### src/rtl/operand_streamer.sv
// Fetches A/B operand block pairs from the block SRAM along two strided tag
// sequences and broadcasts each pair as one tagged transfer to the PE stripe.
module operand_streamer #(
   parameter int block_width = 128,
   parameter int tag_width   = 12
) (
   input  logic                   clk,
   input  logic                   rst,
   input  logic                   start,
   input  logic [tag_width-1:0]   cfg_tag_a,
   input  logic [tag_width-1:0]   cfg_tag_b,
   input  logic [tag_width-1:0]   cfg_stride_a,
   input  logic [tag_width-1:0]   cfg_stride_b,
   input  logic [tag_width-1:0]   cfg_count,
   output logic                   busy,
   output logic                   done,
   output logic                   mem_req,
   output logic [tag_width-1:0]   mem_addr,
   input  logic                   mem_gnt,
   input  logic                   mem_rvalid,
   input  logic [block_width-1:0] mem_rdata,
   input  logic                   hold,
   output logic                   bus_valid,
   output logic [tag_width-1:0]   tagA_OUT,
   output logic [tag_width-1:0]   tagB_OUT,
   output logic [block_width-1:0] d0_OUT,
   output logic [block_width-1:0] d1_OUT
);

   localparam logic [2:0] IDLE   = 3'd0;
   localparam logic [2:0] REQ_A  = 3'd1;
   localparam logic [2:0] WAIT_A = 3'd2;
   localparam logic [2:0] REQ_B  = 3'd3;
   localparam logic [2:0] WAIT_B = 3'd4;
   localparam logic [2:0] EMIT   = 3'd5;

   localparam logic [tag_width-1:0] one_tag = {{(tag_width-1){1'b0}}, 1'b1};

   logic [2:0]             state;
   logic [tag_width-1:0]   cur_a;
   logic [tag_width-1:0]   cur_b;
   logic [tag_width-1:0]   stride_a;
   logic [tag_width-1:0]   stride_b;
   logic [tag_width-1:0]   rem;
   logic [block_width-1:0] data_a;

   // The bus registers double as the B capture register and keep their last
   // values between emits, so consumers must qualify on bus_valid.
   always_ff @(posedge clk) begin
      if (rst) begin
         state    <= IDLE;
         cur_a    <= '0;
         cur_b    <= '0;
         stride_a <= '0;
         stride_b <= '0;
         rem      <= '0;
         data_a   <= '0;
         done     <= 1'b0;
         tagA_OUT <= '0;
         tagB_OUT <= '0;
         d0_OUT   <= '0;
         d1_OUT   <= '0;
      end else begin
         done <= 1'b0;
         case (state)
            IDLE: begin
               if (start) begin
                  cur_a    <= cfg_tag_a;
                  cur_b    <= cfg_tag_b;
                  stride_a <= cfg_stride_a;
                  stride_b <= cfg_stride_b;
                  rem      <= cfg_count;
                  if (cfg_count == '0) begin
                     done <= 1'b1;
                  end else begin
                     state <= REQ_A;
                  end
               end
            end
            REQ_A: begin
               if (mem_gnt) begin
                  state <= WAIT_A;
               end
            end
            WAIT_A: begin
               if (mem_rvalid) begin
                  data_a <= mem_rdata;
                  state  <= REQ_B;
               end
            end
            REQ_B: begin
               if (mem_gnt) begin
                  state <= WAIT_B;
               end
            end
            WAIT_B: begin
               if (mem_rvalid) begin
                  tagA_OUT <= cur_a;
                  tagB_OUT <= cur_b;
                  d0_OUT   <= data_a;
                  d1_OUT   <= mem_rdata;
                  state    <= EMIT;
               end
            end
            EMIT: begin
               // Tags wrap modulo 2^tag_width; the last pair retires the job.
               if (!hold) begin
                  cur_a <= cur_a + stride_a;
                  cur_b <= cur_b + stride_b;
                  rem   <= rem - one_tag;
                  if (rem == one_tag) begin
                     state <= IDLE;
                     done  <= 1'b1;
                  end else begin
                     state <= REQ_A;
                  end
               end
            end
            default: state <= IDLE;
         endcase
      end
   end

   assign busy      = (state != IDLE);
   assign bus_valid = (state == EMIT);
   assign mem_req   = (state == REQ_A) || (state == REQ_B);
   assign mem_addr  = (state == REQ_B) ? cur_b :
                      (state == REQ_A) ? cur_a : '0;

endmodule
### config.mk
export PLATFORM = sky130hd
export DESIGN_NAME = operand_streamer
export DESIGN_NICKNAME = d
export VERILOG_FILES = /design/src/rtl/operand_streamer.sv
export SDC_FILE = /design/constraint.sdc
export NUM_CORES = 1
export LEC_CHECK = 0
export ABC_AREA = 1
export CAP_MARGIN = 10
export CORE_MARGIN = 10
export CORE_UTILIZATION = 52
export DETAILED_ROUTE_END_ITERATION = 8
export GPL_TIMING_DRIVEN = 1
export PLACE_DENSITY = 0.85
export RECOVER_POWER = 25
export SETUP_SLACK_MARGIN = 0.2
export SYNTH_ARGS = -nofsm -noshare
export SYNTH_HDL_FRONTEND = slang
export SYNTH_SLANG_ARGS = --single-unit
export TNS_END_PERCENT = 20
### constraint.sdc
create_clock -name clk -period 3.5 [get_ports clk]
set_clock_uncertainty 0.2 [all_clocks]
set_input_delay 0.7 -clock clk [delete_from_list [all_inputs] [get_ports clk]]
set_output_delay 0.7 -clock clk [all_outputs]
set_load 0.005 [all_outputs]
After elaboration in Yosys (flattened, before gate mapping)
Cells that the tools add are included.
{ "word_totals": {"regBits": 472, "input_bits": 194, "output_inout_bits": 296, "wordCells": 63} }
{ "classes": {"n_addsub": 3, "n_eq_ne": 13, "muxes": 25, "n_reduce_logical": 10} }
{ "ops": {"columns": ["cell", "count"], "rows": [
  ["two-way mux 12 bit", 8],
  ["case mux 12 bit (2 select lines)", 3],
  ["adder 12 bit", 2],
  ["two-way mux 3 bit", 7],
  ["case mux 3 bit (6 select lines)", 1],
  ["inequality test 2 bit, second input constant", 7],
  ["== test 12 x 1 -> 1 bit, second input constant", 1],
  ["zero test 12 bit", 1],
  ["subtractor 12 x 1 -> 12 bit, second input constant", 1],
  ["AND reduction 7 bit", 1],
  ["== test 3 x 2 -> 1 bit, second input constant", 2],
  ["== test 3 bit, second input constant", 2],
  ["AND reduction 2 bit", 3],
  ["two-way mux 1 bit", 5],
  ["== test 3 x 1 -> 1 bit, second input constant", 1],
  ["zero test 3 bit", 1],
  ["AND reduction 3 bit", 1],
  ["nonzero test 3 bit", 1],
  ["case mux 1 bit (2 select lines)", 1],
  ["nonzero test 2 bit", 1],
  ["logical OR 1 bit", 1]
]} }

Logic depth before layout (Yosys ltp)
{ "depth": {"ltp_word": 4, "depth_mapped": 11, "ltp_nobuf": 11} }

Worst setup path after synthesis
No wires, ideal clock.
{ "synth_path": {"kind": "register to output", "startpoint": "reg state[0]", "endpoint": "out mem_addr[10]", "arrival_time_ns": 1.182, "required_ns": 2.600, "path_slack_ns": 1.418, "stages_incl_launch_ff": 7, "n_path_buf": 2, "cell_sequence": "dfxtp_1 -> nand2_1 -> inv_1 -> buf_2 -> buf_1 -> nand3_1 -> nand2_1"} }
{ "synth_via": {"elab_chain_len": 3, "word_cells_on_any_way": 4, "classes_between": "eq/ne (2); mux (2)"} }
{ "synth_lines": {"columns": ["element", "line", "rtl"], "rows": [
  ["from (decl)", "39", "logic [2:0] state;"],
  ["from (signal assigned)", "51", "state <= IDLE;"],
  ["from (signal assigned)", "76", "state <= REQ_A;"],
  ["from (signal assigned)", "82", "state <= WAIT_A;"],
  ["== test 3 x 1 -> 1 bit", "128", "(state == REQ_A) ? cur_a : '0;"],
  ["two-way mux 12 bit", "128", null],
  ["two-way mux 12 bit *", "127", "assign mem_addr = (state == REQ_B) ? cur_b :"],
  ["to (decl)", "18", "output logic [tag_width-1:0] mem_addr,"]
]} }
Mark *: on every way between the ends. The rest lies on a longest branch, timed or not.

Worst setup path after layout
{ "layout_path": {"startpoint": "reg state[1]", "endpoint": "out bus_valid"} }
{ "layout_via": {"elab_chain_len": 1} }
{ "layout_lines": {"columns": ["element", "line", "rtl"], "rows": [
  ["== test 3 bit", "125", "assign bus_valid = (state == EMIT);"],
  ["to (decl)", "23", "output logic bus_valid,"]
]} }
Every way passes these cells.

==> summary.txt <==
Floorplanning
  • I/O pins: just under 500
  • Die H: 210 microns
  • Row count: ~70
  • Placeable Area: 0.0355 sq mm
  • Die width: between 200 and 250 microns
  • Die footprint: 0.0439 sq mm
  • Initial core utilization: 0.527

STA
  • RSZ-0062 raised after global routing: false
  • Final period util: 0.926
  • FMAX: a little over 300 MHz
  • Final setup violation count: 0
  • Min Tclk post-route: between 3 and 4 ns
  • Total Neg Setup Slack: 0 ns
  • Max Slew Vio Count: 0
  • Worst Tran Pin Value: 1.47 ns
  • Worst slew margin: 0.0190
  • Final Hold Vio Count: 0

Synth
  • Unique masters post-synth: 31
  • Sequential fraction of the synthesis area: 0.506
  • Mapped Cells: about 2500
  • Warnings from Yosys: 0
  • Leading area contributor after synthesis: dfxtp_1
  • Synth Register Bits: 472
  • Asr flop ratio synth: 0
  • Top post-synthesis cells by area: dfxtp_1, a21oi_1, o21ai_0
  • Post-synth top flop: dfxtp_1
  • Post-synth EDFFs: 0
  • Syn_nets: 2677
  • Most frequent cell after synthesis: a21oi_1
  • Post-synth top cells: a21oi_1, dfxtp_1, inv_1, o21ai_0, nand2_1
  • Yosys top cell area share: 0.506
  • Cell area after synthesis: between 0.015 and 0.02 sq mm
  • Avg Cell Area, Syn: 7.61 sq um

Worst hold path
  • Hold endpoint: data_a[105]
  • Hold Path Depth: 2
  • Worst Hold Launch: data_a[105]
  • Worst Hold Class: register to register

Setup path
  • Worst Reg-to-Reg Cells: 6
  • R2R setup slack: roughly 0.42 ns
  • CP max FO: 15
  • WS Path Type: register to output pin
  • FF-to-FF Start: state[1]
  • WP data arrival: 2.34 ns
  • Crit end category: output pin
  • Reg-to-reg endpoint: d1_OUT[89]
  • Startpoint Class: register
  • Critical path required time: 2.60 ns

CTS
  • Skew-Pair Late Insertion Delay: between 0.5 and 0.6 ns
  • Clock buffer depth: 3
  • Clock sink count: ~470
  • Clock root cell: clkbuf_16
  • Setup bufs post-CTS: 0
  • Cts bufs inserted: 47
  • CTS tree: built
  • CTS clock-pin slew for the worst setup and hold paths: roughly 0.06 ns
  • Hold buffers post-CTS: 0
  • CTS resizes: 0
  • H-tree levels: 2

Power and ir drop
  • Switch Pwr: 5590 uW
  • Comb power frac: 0.294
  • Sequential share of power: 0.420
  • Pwr Total: 17200 uW
  • VDD IR max: between 0.0005 and 0.0006 V
  • Switching part of the total: 0.325
  • Pwr dens: 683 mW/mm^2
  • Leak: 0.00939 uW
  • Proportion of power drawn by the clock network: 0.286
  • Cell-internal power: 11600 uW

Global routing
  • Largest net degree at the start of global routing: roughly 140
  • Total global routing overflow: 0
  • First-pass GRT wire length: 93400 microns
  • Vias in the first global route: 17000
  • Antenna violations before repair: 7
  • GRT Util Overall: 0.261

Finish
  • Layout cell share with drive strength beyond 1: 0.0378
  • Post-route cell area: between 0.02 and 0.03 sq mm
  • Area grow syn2layout: 35.0%
  • Nets: 3072

Routing
  • Residual DRC count: 0
  • Routed wire per std cell: 18.0 microns
  • Pre-Repair DR Iteration Count: 7
  • Via-to-Cell Ratio: approximately 5.3
  • Vias: 17700
  • Detailed Route WL: 60300 microns
  • Post-route ant nets: 0
  • Initial drt markers: 1480

Place
  • GPL Wtd Cong: approximately 0.95
  • Detail Placement HPWL: 43700 microns
  • PortBufs: 489
  • Area post-placement: 0.0238 sq mm

Run
  • Maxcap violations: 0

Status
  • Status: completed
logic make-up (layout without fill, tap and decap cells):
group | count (synthesis) | in the layout | synth area share
XOR/XNOR | 12 | 12 | 0.00562
other | 0 | 5 | 0
adder cells (fa/ha/maj) | 26 | 26 | 0.0182
flip-flops | 472 | 472 | 0.506
AO/OA/AOI/OAI | 961 | 961 | 0.260
AND/OR/NAND/NOR | 342 | 342 | 0.0773
buffers and inverters | 644 | 1072 | 0.134
cell type report:
type / count / area [sq um]
fill: 2651 / 10200
inverter: 477 / 1800
multi-input combinational: 1341 / 6770
clock inverter: 7 / 77.6
sequential: 472 / 9450
tap: 461 / 577
timing repair buffer: 513 / 5110
antenna: 5 / 12.5
clock buffer: 75 / 1430
placed cells by master (no fill, tap or decap), types with 3 or more instances in the layout:
master / instances
clkinv_2: 4
xor2_1: 6
nand2_1: 193
clkdlybuf4s50_1: 443
a21oi_1: 491
buf_4: 15
a31oi_1: 5
o21ai_1: 7
or2_2: 4
buf_12: 4
inv_2: 5
clkbuf_8: 11
xnor2_1: 6
dfxtp_1: 471
o21ai_0: 442
clkbuf_2: 3
dlygate4sd3_1: 46
inv_1: 471
ha_1: 24
nand3_1: 80
nand4_1: 9
nor2_1: 45
diode_2: 5
clkbuf_1: 16
o21a_1: 9
clkbuf_16: 49
layer usage:
layer  track usage  wire length [microns]  vias to the layer above
met4         0.142                   3320                        4
met3        0.0670                   4870                      165
met2         0.426                  28500                      750
met5             0                     32                        -
met1         0.308                  23600                     8086
li1              -                      -                     8737
per-stage QoR:
step                      setup WS, ns  std cells   util  hold slack [ns]
after detailed placement         0.422       3264  0.669            0.233
after floorplan                   1.42       2457      -            0.220
after global routing             0.133       3351  0.711            0.251
after CTS                        0.244       3346  0.712            0.240
final                            0.258       3351  0.711            0.239
after global placement           0.525       3264  0.669            0.227
worst max-delay path by stage:
| stage | to | from | cells past startpoint |
|---|---|---|---|
| after floorplan | mem_addr[10] | state[0] | 6 |
| after global placement | d0_OUT[68] | mem_rvalid | 6 |
| after detailed placement | d1_OUT[90] | mem_rvalid | 6 |
| after CTS | mem_addr[0] | state[2] | 6 |
| after global routing | d1_OUT[89] | mem_rvalid | 6 |
| final | bus_valid | state[1] | 4 |
state kept, by name, indices dropped and copies added, names as in the netlist:
signal	cells
cur_a	12
stride_a	12
stride_b	12
data_a	128
done	1
tagA_OUT	12
d0_OUT	128
cur_b	12
rem	12
tagB_OUT	12
state	3
d1_OUT	128
power by group through the flow:
stage / Clock [uW] / Combinational (uW) / Sequential (uW)
3_3_place_gp: 0 / 4920 / 7270
4_1_cts: 5010 / 5120 / 7220
6_report: 4930 / 5070 / 7230
5_1_grt: 5240 / 5630 / 7340
3_5_place_dp: 0 / 5060 / 7320
2_1_floorplan: 0 / 2710 / 7140
worst max-delay path, cell delays in order (launching register included):
cell             delay (ns)
dfxtp_2                0.41
inv_1                  0.29
nand2_1                0.16
nor2_2                 0.34
clkdlybuf4s50_1        0.58
Note: power is estimated with default switching activity, not from simulation.
